**config.mk**
```make
export PLATFORM = sky130hd
export DESIGN_NAME = memory_arbiter
export DESIGN_NICKNAME = d
export VERILOG_FILES = /design/src/rtl/memory_arbiter_pkg.sv /design/src/rtl/wait_counter.sv /design/src/rtl/memory_arbiter.sv
export SDC_FILE = /design/constraint.sdc
export NUM_CORES = 1
export LEC_CHECK = 0
export BUFFER_PORTS_ARGS = -buffer_cell sky130_fd_sc_hd__buf_4
export CAP_MARGIN = 20
export CORE_MARGIN = 4
export CORE_UTILIZATION = 30
export CTS_BUF_LIST = sky130_fd_sc_hd__clkbuf_16
export DETAILED_ROUTE_END_ITERATION = 12
export SLEW_MARGIN = 20
export SYNTH_ARGS = -nofsm -noshare
export SYNTH_HDL_FRONTEND = slang
export SYNTH_SLANG_ARGS = --single-unit
```
**constraint.sdc**
```tcl
create_clock -name clk -period 1.73 [get_ports clk]
set_input_delay 0 -clock clk [delete_from_list [all_inputs] [get_ports clk]]
set_output_delay 0 -clock clk [all_outputs]
set_load 0.005 [all_outputs]
```
**src/rtl/memory_arbiter_pkg.sv**
```systemverilog
// Shared definitions for the instruction/data memory arbiter: FSM encoding,
// default bus widths and the port-select constants.
package memory_arbiter_pkg;

    localparam int DEFAULT_DATA_WIDTH = 32;
    localparam int DEFAULT_ADDR_WIDTH = 32;

    localparam logic [1:0] ST_IDLE    = 2'd0;
    localparam logic [1:0] ST_SERVE_I = 2'd1;
    localparam logic [1:0] ST_SERVE_D = 2'd2;
    localparam logic [1:0] ST_DONE    = 2'd3;

    localparam logic PORT_I = 1'b0;
    localparam logic PORT_D = 1'b1;

endpackage

```
**src/rtl/wait_counter.sv**
```systemverilog
// Saturating 3-bit counter of data grants that overtook a pending fetch.
module wait_counter #(
    parameter int MAX_COUNT = 4
) (
    input  logic       clk,
    input  logic       reset,
    input  logic       inc,
    input  logic       clr,
    output logic [2:0] count_o,
    output logic       sat_o
);

    assign sat_o = (count_o == 3'(MAX_COUNT));

    // NOTE: sequential state uses non-blocking assignments so every flop
    // samples pre-edge values, independent of block ordering.
    always_ff @(posedge clk) begin
        if (reset) begin
            count_o <= 3'd0;
        end else if (clr) begin
            count_o <= 3'd0;
        end else if (inc && !sat_o) begin
            count_o <= count_o + 3'd1;
        end
    end

endmodule

```
**src/rtl/memory_arbiter.sv**
```systemverilog
// Arbitrates a fetch port and a data port onto one shared memory. Data wins,
// except that a fetch overtaken MAX_WAIT times in a row is forced through.
module memory_arbiter
    import memory_arbiter_pkg::*;
#(
    parameter int DATA_WIDTH = DEFAULT_DATA_WIDTH,
    parameter int ADDR_WIDTH = DEFAULT_ADDR_WIDTH,
    parameter int MAX_WAIT   = 4
) (
    input  logic                  clk,
    input  logic                  reset,
    input  logic                  If_Req_i,
    input  logic [ADDR_WIDTH-1:0] If_Addr_i,
    output logic                  If_Ack_o,
    output logic [DATA_WIDTH-1:0] If_Rdata_o,
    input  logic                  D_Req_i,
    input  logic                  D_We_i,
    input  logic [ADDR_WIDTH-1:0] D_Addr_i,
    input  logic [DATA_WIDTH-1:0] D_Wdata_i,
    output logic                  D_Ack_o,
    output logic [DATA_WIDTH-1:0] D_Rdata_o,
    output logic                  Mem_Req_o,
    output logic                  Mem_We_o,
    output logic [ADDR_WIDTH-1:0] Mem_Addr_o,
    output logic [DATA_WIDTH-1:0] Mem_Wdata_o,
    input  logic [DATA_WIDTH-1:0] Mem_Rdata_i,
    input  logic                  Mem_Ready_i,
    output logic                  Busy_o
);

    logic [1:0]            state;
    logic [1:0]            state_next;
    logic                  port_sel;
    logic [ADDR_WIDTH-1:0] lat_addr;
    logic                  lat_we;
    logic [DATA_WIDTH-1:0] lat_wdata;
    logic [2:0]            wait_cnt;
    logic                  wait_sat;
    logic                  grant_i;
    logic                  grant_d;

    wait_counter #(
        .MAX_COUNT (MAX_WAIT)
    ) u_wait_counter (
        .clk     (clk),
        .reset   (reset),
        .inc     (grant_d && If_Req_i),
        .clr     (grant_i),
        .count_o (wait_cnt),
        .sat_o   (wait_sat)
    );

    // NOTE: every signal written in always_comb gets a default first, so no
    // path leaves it unassigned and no latch is inferred.
    always_comb begin
        grant_i = 1'b0;
        grant_d = 1'b0;
        if (state == ST_IDLE) begin
            if (D_Req_i && !(If_Req_i && wait_sat)) begin
                grant_d = 1'b1;
            end else if (If_Req_i) begin
                grant_i = 1'b1;
            end
        end
    end

    always_comb begin
        state_next = state;
        case (state)
            ST_IDLE: begin
                if (grant_d) begin
                    state_next = ST_SERVE_D;
                end else if (grant_i) begin
                    state_next = ST_SERVE_I;
                end
            end
            ST_SERVE_I, ST_SERVE_D: begin
                if (Mem_Ready_i) begin
                    state_next = ST_DONE;
                end
            end
            default: state_next = ST_IDLE;
        endcase
    end

    // NOTE: reset clears every register, including the operand latches and
    // read-data holders, so nothing downstream ever sees X after reset.
    always_ff @(posedge clk) begin
        if (reset) begin
            state      <= ST_IDLE;
            port_sel   <= PORT_I;
            lat_addr   <= '0;
            lat_we     <= 1'b0;
            lat_wdata  <= '0;
            If_Rdata_o <= '0;
            D_Rdata_o  <= '0;
        end else begin
            state <= state_next;
            if (grant_d) begin
                port_sel  <= PORT_D;
                lat_addr  <= D_Addr_i;
                lat_we    <= D_We_i;
                lat_wdata <= D_Wdata_i;
            end else if (grant_i) begin
                port_sel  <= PORT_I;
                lat_addr  <= If_Addr_i;
                lat_we    <= 1'b0;
                lat_wdata <= '0;
            end
            // Read data is only trusted while a SERVE state owns the memory.
            if (Mem_Ready_i && state == ST_SERVE_I) begin
                If_Rdata_o <= Mem_Rdata_i;
            end
            if (Mem_Ready_i && state == ST_SERVE_D && !lat_we) begin
                D_Rdata_o <= Mem_Rdata_i;
            end
        end
    end

    assign Mem_Req_o   = (state == ST_SERVE_I) || (state == ST_SERVE_D);
    assign Mem_We_o    = (state == ST_SERVE_D) && lat_we;
    assign Mem_Addr_o  = lat_addr;
    assign Mem_Wdata_o = lat_wdata;
    assign If_Ack_o    = (state == ST_DONE) && (port_sel == PORT_I);
    assign D_Ack_o     = (state == ST_DONE) && (port_sel == PORT_D);
    assign Busy_o      = (state != ST_IDLE);

endmodule

```
==> results.md, run 1 <==
* Status: finished, final reports clean
* Initial Util at a little under a third
* RePlAce Congestion at 0.767
* Post-Place Setup Slack at 31.5 ps
* Vias at 5,567
* Dpl hpwl at 12.2 mm
* Die area at 0.0200 mm2
* Area grow syn2layout at 73.3%
* Tcrit/Tclk final at 93.7%
* Clk Latency, worst-skew pair at 420 ps
* Worst Path Arrival at 1920 ps
* Grt total ovfl at 0
* Worst path slowest cell: a2111oi_1
* WL final at 18.5 mm
* Clk buf depth at 2
* CTS root buf: clkbuf_16
* TritonCTS clock tree: yes
* Vias in the first global route at roughly 5,600
* IO Port Bufs at 266
* Synthesized instance count at just under 600
* CP required at 2030 ps
* H-tree lvl count at 4
* Worst path top cell family by delay: compound AO/OA/AOI/OAI gates
* Syn avg cell area at 8.96 um2
* Syn Std Cell Area at approximately 0.0053 mm2
* Hold/Removal Path Class: in2reg
* Global-route wire length before repair at about 29 mm
* GR Util All Layers at 18.0%
* Number of detailed-route iterations in the first pass at 4
* Yosys reg bits at 135
* Post-CTS setup buffer count at 0
* Final hold violation count at 0
* Initial detailed-routing violation count at 210
* RSZ-0062 raised after global routing: no
* Largest net degree at the start of global routing at 37
* Sink Count at 135
* WP buf/inv at 3
* CTS Buf Count at 17
* VDD IR max at 0.643 mV
* Worst setup margin at 108 ps
* Nets@finish at 1,097
* Post-layout min period at 1620 ps
* Critical Path Start Type: register
* Initial antenna violation count at 0
* Slew Viols, Final at 0
* Die Ht at 141 um
* Slew @ Worst Pin at approximately 460 ps
* # diodes at 0
* Final setup viols at 0
* Post-route ant nets at 0
* Core area at 0.0174 mm2
* Worst path max stage delay at roughly 330 ps
* Synth Warn # at 0
* R2R Path Start: state[1]$_SDFFE_PP0P_
* Sum of negative setup slack at 0 ps
* Critical-path cell list: inv_1 -> ha_2 -> buf_4 -> o21a_4 -> clkbuf_16 -> nor2_1 -> a2111oi_1
* Register area share after synthesis at slightly above 50%
* Pleak at 3.99 nW
* Vias/cell at 4.66
* DR DRC count at 0
* Worst rel slew slack at between 60% and 70%
* Critical path class: reg2reg
* Wirelength per Cell at 15.5 um
* Post-route worst hold slack at between 20 and 25 ps
* Post-synth cell types at 36
* Synth Net Count at 737
* Rows at 48
* Pwr dens at 1260 mW/mm2
* Clock skew at ~16 ps
* I/O Pins at 267
* Worst setup path startpoint: state[1]$_SDFFE_PP0P_
* Final design utilization at a little over half
* Max Cap Violations at 0
* Layout cells sized above 1 at 36.5%
* Crit. End Element: register
* Reg clk slew, reported paths at 60 ps
* Die width at 141 um
* Worst Path Max Fanout at 16
* Fillers at 1,609
* Worst hold start: D_Addr_i[21]
* Fmax at 0.617 GHz
==> cells in the mapped netlist <==
| cell type | instances | share of area, % |
|---|---|---|
| a2111oi_1 | 2 | 0.38 |
| a2111oi_2 | 30 | 8.4 |
| a21oi_1 | 69 | 6.5 |
| a22o_1 | 31 | 5.1 |
| a311o_1 | 1 | 0.19 |
| a32oi_1 | 2 | 0.33 |
| and2_1 | 5 | 0.59 |
| and3_1 | 1 | 0.12 |
| and3b_1 | 1 | 0.16 |
| buf_1 | 3 | 0.21 |
| buf_2 | 14 | 1.3 |
| buf_4 | 8 | 1.1 |
| buf_6 | 6 | 1.3 |
| clkbuf_1 | 19 | 1.3 |
| dfxtp_1 | 135 | 51 |
| ha_1 | 7 | 1.6 |
| inv_1 | 6 | 0.42 |
| nand2_1 | 134 | 9.4 |
| nand2_2 | 1 | 0.12 |
| nand2b_1 | 2 | 0.23 |
| nand3_1 | 1 | 0.094 |
| nand3b_1 | 1 | 0.14 |
| nand4_1 | 2 | 0.23 |
| nand4b_1 | 1 | 0.16 |
| nor2_1 | 69 | 4.9 |
| nor2b_1 | 2 | 0.23 |
| nor3_1 | 32 | 3.0 |
| nor3_4 | 1 | 0.30 |
| nor3b_1 | 2 | 0.28 |
| o21a_2 | 1 | 0.16 |
| o21ai_0 | 1 | 0.094 |
| o21ai_4 | 1 | 0.30 |
| o22ai_1 | 2 | 0.23 |
| o32ai_1 | 1 | 0.16 |
| or3_1 | 1 | 0.12 |
| or4_1 | 1 | 0.14 |
==> tightest hold or removal path: stages <==
cell	delay, ps
buf_4	80
nor3_1	50
a2111oi_2	250
==> cell usage in the layout, fill, tap and decap left out, drive strengths merged, types with 2 or more instances in the layout <==
cell	count
a2111oi	32
a21oi	69
a22o	31
a32oi	2
and2	5
buf	289
bufinv	3
clkbuf	18
clkinv	8
dfxtp	135
dlygate4sd3	101
ha	7
inv	9
nand2	135
nand2b	2
nand4	2
nor2	69
nor2b	2
nor3	33
nor3b	2
o21ai	2
o22ai	2
==> worst paths after layout <==
check | end | slack, ps | cells after the start
hold / removal | Mem_Addr_o[21]$_SDFFE_PP0P_ | 20 | 3
setup / recovery | Mem_Addr_o[31]$_SDFFE_PP0P_ | 110 | 7
hold reg to reg | D_Rdata_o[21]$_SDFFE_PP0P_ | 450 | 2
setup reg to reg | Mem_Addr_o[31]$_SDFFE_PP0P_ | 110 | 7
==> sequential cells by signal, summed over array words and instances, names as in the netlist <==
signal / count
D_Rdata_o: 32
If_Rdata_o: 32
Mem_Addr_o: 32
Mem_Wdata_o: 32
lat_we: 1
port_sel: 1
state: 2
u_wait_counter.count_o: 3
==> power by group <==
| group | switching (mW) | leakage [nW] | total [mW] | internal, mW |
|---|---|---|---|---|
| Combinational | 1.92 | 2.59 | 3.99 | 2.07 |
| Sequential | 0.334 | 1.10 | 4.06 | 3.72 |
| Clock | 1.38 | 0.294 | 3.63 | 2.25 |
| Total | 3.63 | 3.99 | 11.7 | 8.04 |
==> layer usage <==
metal  wire [um]  track usage (%)  part of all wire, %  vias up
li1            -                -                    -     2784
met1        7720             22.2                   42     2534
met2        8660             29.0                   47      221
met3        1750             7.11                  9.5       28
met4         371             5.51                  2.0        0
met5           0                0                    0        -
==> what timing repair did <==
action | in CTS | in global routing
setup endpoints to repair | 0 | 33
resized for setup | 0 | 4
hold buffers | 101 | 0
hold endpoints to repair | 134 | 0
==> logic make-up after synthesis <==
| group | after synthesis | share of synthesized area [%] |
|---|---|---|
| compound gates | 141 | 21.8 |
| fa+ha+maj | 7 | 1.64 |
| buf+inv | 56 | 5.67 |
| flops | 135 | 50.6 |
| simple gates | 257 | 20.2 |
==> metrics by stage <==
stage                     area, um2  instances  power, mW
final                          9250       1194       11.7
after global routing           9250       1194       12.4
after CTS                      9210       1193       11.7
after detailed placement       7610       1060       7.87
after global placement         7610       1060       7.83
after floorplan                5340        596       6.00
==> cell type report <==
type / count / area, um2 / area share [%]
well taps: 225 / 282 / 3.04
flip-flops and latches: 135 / 2700 / 29.2
inverters: 6 / 22.5 / 0.243
repair buffers: 391 / 3310 / 35.8
multi-input cells: 405 / 2340 / 25.3
clock inverters: 15 / 163 / 1.76
clock buffers: 17 / 425 / 4.60
No activity file was read; power rests on OpenSTA's default activity.
==> run 2, diff against run 1 <==
Settings changed: CORE_MARGIN 4 to 5, CORE_UTILIZATION 30 to 46, PLACE_DENSITY from default to 0.8.
==> run 2 against run 1 <==
The flow now finishes with violations (setup timing). Flip-flop and latch count is the same. Hold slack lost 3.7 ps. Power down 0.55%. Sequential share of layout area up 0.35 points. Maximum frequency fell by 6.8%. Via count up 11%. Largest power group is now combinational cells.
==> results.md, run 2 (synthesis gave the netlist of run 1 again) <==
* Status: complete, but fails checks
* Failing checks: setup timing
* Vias in the first global route at 6,283 (+12%)
* VDD IR max at 0.845 mV (+31%)
* H-tree lvl count at 4 (unchanged)
* Worst r2r path cells at 6 (-1)
* Largest net degree at the start of global routing at 48 (+30%)
* Layout cells sized above 1 at 36.4% (-0.17 points)
* Post-route worst hold slack at 20.9 ps (-3.67 ps)
* Initial Util at 46.7% (+16 points)
* Initial antenna violation count at 1 (+1)
* Die Ht at 118 um (-17%)
* RePlAce Congestion at 0.807 (+5.2%)
* Max Cap Violations at 0 (unchanged)
* Initial detailed-routing violation count at 737 (+250%)
* I/O Pins at 267 (unchanged)
* Slew Viols, Final at 0 (unchanged)
* Hold EP: Mem_Addr_o[26]$_SDFFE_PP0P_
* Worst Path Arrival at 2020 ps (+100 ps)
* CTS root buf: clkbuf_16
* Vias at 6,186 (+11%)
* Grt total ovfl at 0 (unchanged)
* WL final at 22.3 mm (+21%)
* Worst path max stage delay at 390 ps (+60 ps)
* Worst path slowest cell: nor3_1
* CTS Buf Count at 17 (unchanged)
* Sum of negative setup slack at -10.1 ps (-10.1 ps)
* Worst rel slew slack at 61.8% (-7.7 points)
* R2R Path Start: u_wait_counter.count_o[0]$_SDFFE_PP0P_
* Number of detailed-route iterations in the first pass at 5 (+1)
* Commonest non-fill, non-tap cell in the layout: buf_4
* Final setup viols at 1 (+1)
* Global-route wire length before repair at 34.4 mm (+18%)
* Vias/cell at 5.56 (+19%)
* Clock skew at 9.70 ps (-5.87 ps)
* Worst r2r dst: Mem_Addr_o[0]$_SDFFE_PP0P_
* Dpl hpwl at 12.6 mm (+2.9%)
* Core area at 0.0114 mm2 (-34%)
* Hold path cells at 3 (unchanged)
* Critical path class: reg2reg
* Post-Place Setup Slack at -53.3 ps (-84.8 ps)
* Reg clk slew, reported paths at 60 ps (about the same)
* Rows at 39 (-19%)
* DR DRC count at 0 (unchanged)
* Die width at 118 um (-17%)
* Nets@finish at 1,096 (-0.091%)
* Final hold violation count at 0 (unchanged)
* RSZ-0062 raised after global routing: yes
* GR Util All Layers at 30.7% (+13 points)
* Crit. End Element: register
* Die area at 0.0139 mm2 (-31%)
* CP required at 2010 ps (-20 ps)
* Fmax at 0.575 GHz (-6.8%)
* IO Port Bufs at 266 (unchanged)
* Tcrit/Tclk final at 101% (+6.8 points)
* Critical Path Start Type: register
* Worst setup margin at -10.1 ps (-118 ps)
* Hold/Removal Path Class: in2reg
* Area grow syn2layout at 71.3%
* Worst hold start: D_Addr_i[26]
* Pwr dens at 1270 mW/mm2 (+0.64%)
* Clk buf depth at 2 (unchanged)
* Pleak at 3.95 nW (-1.0%)
* Post-layout min period at 1740 ps (+118 ps)
* Most frequent cells in the layout: 276 x buf_4, 135 x dfxtp_1, 134 x nand2_1, 102 x dlygate4sd3_1, 69 x a21oi_1
* Sink Count at 135 (unchanged)
* Slew @ Worst Pin at 574 ps (+116 ps)
* Worst Path Max Fanout at 32 (+16)
* Wirelength per Cell at 20.1 um (+30%)
* Clk Latency, worst-skew pair at 410 ps (about the same)
* Post-route ant nets at 0 (unchanged)
* Critical-path cell list: inv_1 -> ha_1 -> and3_2 -> buf_12 -> nor3_1 -> a2111oi_4
* TritonCTS clock tree: yes
* FF-to-FF setup slack at -10 ps (-120 ps)
run 2: final cells by class:
cell class                      count  area (um2)
Timing Repair Buffer              389        3300
Tap cell                          143         179
Fill cell                         640        2280
Multi-Input combinational cell    406        2420
Clock inverter                     15        95.1
Antenna cell                        1        2.50
Sequential cell                   135        2700
Clock buffer                       17         425
Inverter                            6        22.5
run 2: metrics by stage:
step                      util, %  cells  area (um2)  power [mW]
after global routing         80.1   1112        9140        12.1
after detailed placement     65.5    973        7480        7.77
after global placement       65.5    973        7480        7.62
after CTS                    79.1   1107        9030        11.2
final                        80.1   1112        9140        11.6
after floorplan                 -    596        5340        6.00
run 2: worst max-delay path by stage:
| stage | depth (start not counted) | end | start |
|---|---|---|---|
| final | 6 | Mem_Addr_o[0]$_SDFFE_PP0P_ | u_wait_counter.count_o[0]$_SDFFE_PP0P_ |
| after global routing | 6 | Mem_Addr_o[31]$_SDFFE_PP0P_ | state[1]$_SDFFE_PP0P_ |
| after CTS | 6 | Mem_Addr_o[0]$_SDFFE_PP0P_ | state[1]$_SDFFE_PP0P_ |
| after detailed placement | 6 | Mem_Addr_o[0]$_SDFFE_PP0P_ | state[1]$_SDFFE_PP0P_ |
| after global placement | 6 | Mem_Addr_o[31]$_SDFFE_PP0P_ | state[1]$_SDFFE_PP0P_ |
| after floorplan | 7 | Mem_Addr_o[22]$_SDFFE_PP0P_ | state[0]$_SDFFE_PP0P_ |
run 2: power breakdown:
part           switching, mW  internal, mW  leakage, nW
clock                   1.34          1.92        0.257
sequential             0.399          3.73         1.10
combinational           2.13          2.10         2.59
run 2: repair_timing:
action | in CTS | in global routing
endpoints found under the setup margin | 51 | 48
endpoints found under the hold margin | 134 | 0
resized for setup | 1 | 12
hold buffers | 102 | 0
pin swaps | 0 | 2
gates cloned | 0 | 1
buffers inserted | 0 | 3
run 2: worst max-delay path: cells and delay by family (launching register included):
family          cells  cell delay [ps]
flops               1              370
compound gates      1               90
simple gates        2              650
fa+ha+maj           1              240
buf+inv             2              250
run 2: layer usage:
metal  track usage (%)  wire [um]  up-vias
met5                 0          0        -
met4              13.5        830        0
met3              10.8       2260       74
met2              52.9      11300      441
met1              34.0       7940     2891
li1                  -          -     2780
==> run 3, diff against run 2 <==
Settings changed: SETUP_SLACK_MARGIN from default to 0.5.
==> run 3 against run 2 <==
The run ends with hold timing, setup timing left. Combinational power up 47%. Largest power group unchanged. Global-route usage up 2.4 points. Register-to-register slack worse by 60 ps. Non-clock buffer count up 37.
==> results.md, run 3 (synthesis gave the netlist of run 1 again) <==
* Status: complete, but fails checks
* Failing checks: hold timing, setup timing
* Worst rel slew slack at 40.4% (-21 points)
* Max Cap Violations at 0 (unchanged)
* Die Ht at 118 um (unchanged)
* R2R Path Start: state[1]$_SDFFE_PP0P_
* IO Port Bufs at 266 (unchanged)
* Critical-path cell list: inv_4 -> ha_4 -> buf_8 -> buf_12 -> o21ai_2 -> nor2_1 -> a2111oi_2
* Die area at 0.0139 mm2 (unchanged)
* Sink Count at 135 (unchanged)
* Metal2 WL at 15.8 mm (+40%)
* Vias at 7,276 (+18%)
* Post-layout min period at 1800 ps (+64.3 ps)
* Most frequent cells in the layout: 283 x buf_4, 131 x dfxtp_1, 103 x dlygate4sd3_1, 75 x nand2_1, 67 x nor2_1
* Post-route worst hold slack at -35.5 ps (-56.3 ps)
* H-tree lvl count at 4 (unchanged)
* Clk Latency, worst-skew pair at 430 ps (+20 ps)
* # diodes at 0 (-1)
* CP required at 2040 ps (+30 ps)
* RePlAce Congestion at 0.842 (+4.3%)
* Pwr dens at 1340 mW/mm2 (+5.3%)
* Vias/cell at 6.33 (+14%)
* GR Util All Layers at 33.1% (+2.4 points)
* VDD IR max at 0.913 mV (+8.0%)
* Post-route ant nets at 0 (unchanged)
* DR WL met3 at 3.60 mm (+59%)
* Slew @ Worst Pin at 894 ps (+321 ps)
* Sum of negative setup slack at -405 ps (-394 ps)
* Core area at 0.0114 mm2 (unchanged)
* Largest net degree at the start of global routing at 51 (+6.3%)
* CTS root buf: clkbuf_16
* Die width at 118 um (unchanged)
* Vias in the first global route at 6,819 (+8.5%)
* Wirelength per Cell at 28.3 um (+41%)
* Final instance area at 0.0108 mm2 (+18%)
* Slew Viols, Final at 0 (unchanged)
* Initial antenna violation count at 0 (-1)
* Worst Path Max Fanout at 8 (-75%)
* Initial detailed-routing violation count at 905 (+23%)
* Fmax at 0.554 GHz (-3.6%)
* Worst setup path startpoint: state[1]$_SDFFE_PP0P_
* FF-to-FF setup slack at -70 ps (-60 ps)
* Critical path class: reg2reg
* Worst path slowest cell: a2111oi_2
* Grt total ovfl at 0 (unchanged)
* Layout cells sized above 1 at 52.8% (+16 points)
* TritonCTS clock tree: yes
* Worst Path Arrival at 2120 ps (+100 ps)
* RSZ-0062 raised after global routing: yes
* Crit. End Element: register
* Hold/Removal Path Class: in2reg
* Reg clk slew, reported paths at 60 ps (about the same)
* Critical Path Start Type: register
* Worst setup margin at -74.4 ps (-64.3 ps)
* CTS Buf Count at 17 (unchanged)
* DR DRC count at 0 (unchanged)
* Top Metal Used: met4
* WL final at 32.6 mm (+46%)
* CP endpoint: Mem_Addr_o[25]$_SDFFE_PP0P_
* Final hold violation count at 1 (+1)
* Post-Place Setup Slack at -235 ps (-181 ps)
* Rows at 39 (unchanged)
* DP Area at 0.00749 mm2 (+0.12%)
* Global-route wire length before repair at 36.7 mm (+6.5%)
* Nets@finish at 1,135 (+3.6%)
* I/O Pins at 267 (unchanged)
* DRT met1 WL at 9.98 mm (+26%)
* Pleak at 4.66 nW (+18%)
* Area grow syn2layout at 101%
* Final setup viols at 15 (+14)
* Clock skew at 8.16 ps (-1.54 ps)
* Tcrit/Tclk final at 104% (+3.7 points)
* Clk buf depth at 2 (unchanged)
* Dpl hpwl at 12.2 mm (-2.7%)
* Worst path max stage delay at 410 ps (+20 ps)
* Commonest non-fill, non-tap cell in the layout: buf_4
* Worst r2r dst: Mem_Addr_o[25]$_SDFFE_PP0P_
* Worst r2r path cells at 7 (+1)
* Initial Util at 46.7% (unchanged)
* Number of detailed-route iterations in the first pass at 5 (unchanged)
run 3: changes by cell type in the layout (fill, tap and decap cells not counted), moves of 8 or more:
cell,before,now
a21oi_1,69,30
a21oi_2,0,37
buf_16,0,12
nand2_1,134,75
nand2_2,1,25
nand2_4,0,33
nor3_1,31,20
nor3_2,1,9
run 3: report_power, final:
group          internal [mW]  switching [mW]  total, mW
Sequential              3.73           0.524       4.26
Clock                   2.39            1.54       3.93
Combinational           3.06            3.14       6.20
run 3: critical path: cells and delay by family (launching register included):
family / cells / cell delay [ps]
AOI/OAI and AO/OA: 2 / 630
DFF: 1 / 390
buffers and inverters: 3 / 340
adders and majority gates: 1 / 170
and+or+nand+nor: 1 / 160
run 3: metrics by stage:
stage          total power, mW  util (%)  cells
4_1_cts                   12.7      85.2   1120
3_3_place_gp              7.65      65.6    968
3_5_place_dp              7.80      65.6    968
2_1_floorplan             6.26         -    596
6_report                  14.4      94.2   1150
5_1_grt                   14.7      94.2   1150
run 3: worst min-delay path by stage:
stage                  startpoint                           to  depth (start not counted)
floorplan            D_Wdata_i[0]  Mem_Wdata_o[0]$_SDFFE_PP0P_                          1
global placement     D_Wdata_i[0]  Mem_Wdata_o[0]$_SDFFE_PP0P_                          2
detailed placement   D_Wdata_i[0]  Mem_Wdata_o[0]$_SDFFE_PP0P_                          2
CTS                 If_Addr_i[23]  Mem_Addr_o[23]$_SDFFE_PP0P_                          3
global route         D_Addr_i[17]  Mem_Addr_o[17]$_SDFFE_PP0P_                          3
finish               D_Addr_i[17]  Mem_Addr_o[17]$_SDFFE_PP0P_                          3
run 3: area by class of cell:
cell class	count	area [um2]
Clock buffer	17	425
Clock inverter	15	186
Fill cell	334	663
Inverter	6	27.5
Multi-Input combinational cell	408	3240
Sequential cell	135	2710
Tap cell	143	179
Timing Repair Buffer	426	3990
run 3: metal layers:
layer	global-route usage (%)	up-vias
met5	0	-
met4	16.9	0
met3	11.1	276
met2	59.8	771
met1	33.7	3363
li1	-	2866
run 3: repair_timing:
action                                  in CTS  in global routing
hold buffers                                96                  7
resized for setup                           48                178
pin swaps                                    4                 71
endpoints found under the setup margin     137                140
gates cloned                                14                  5
setup buffers                               10                 18
hold endpoints to repair                   129                  7
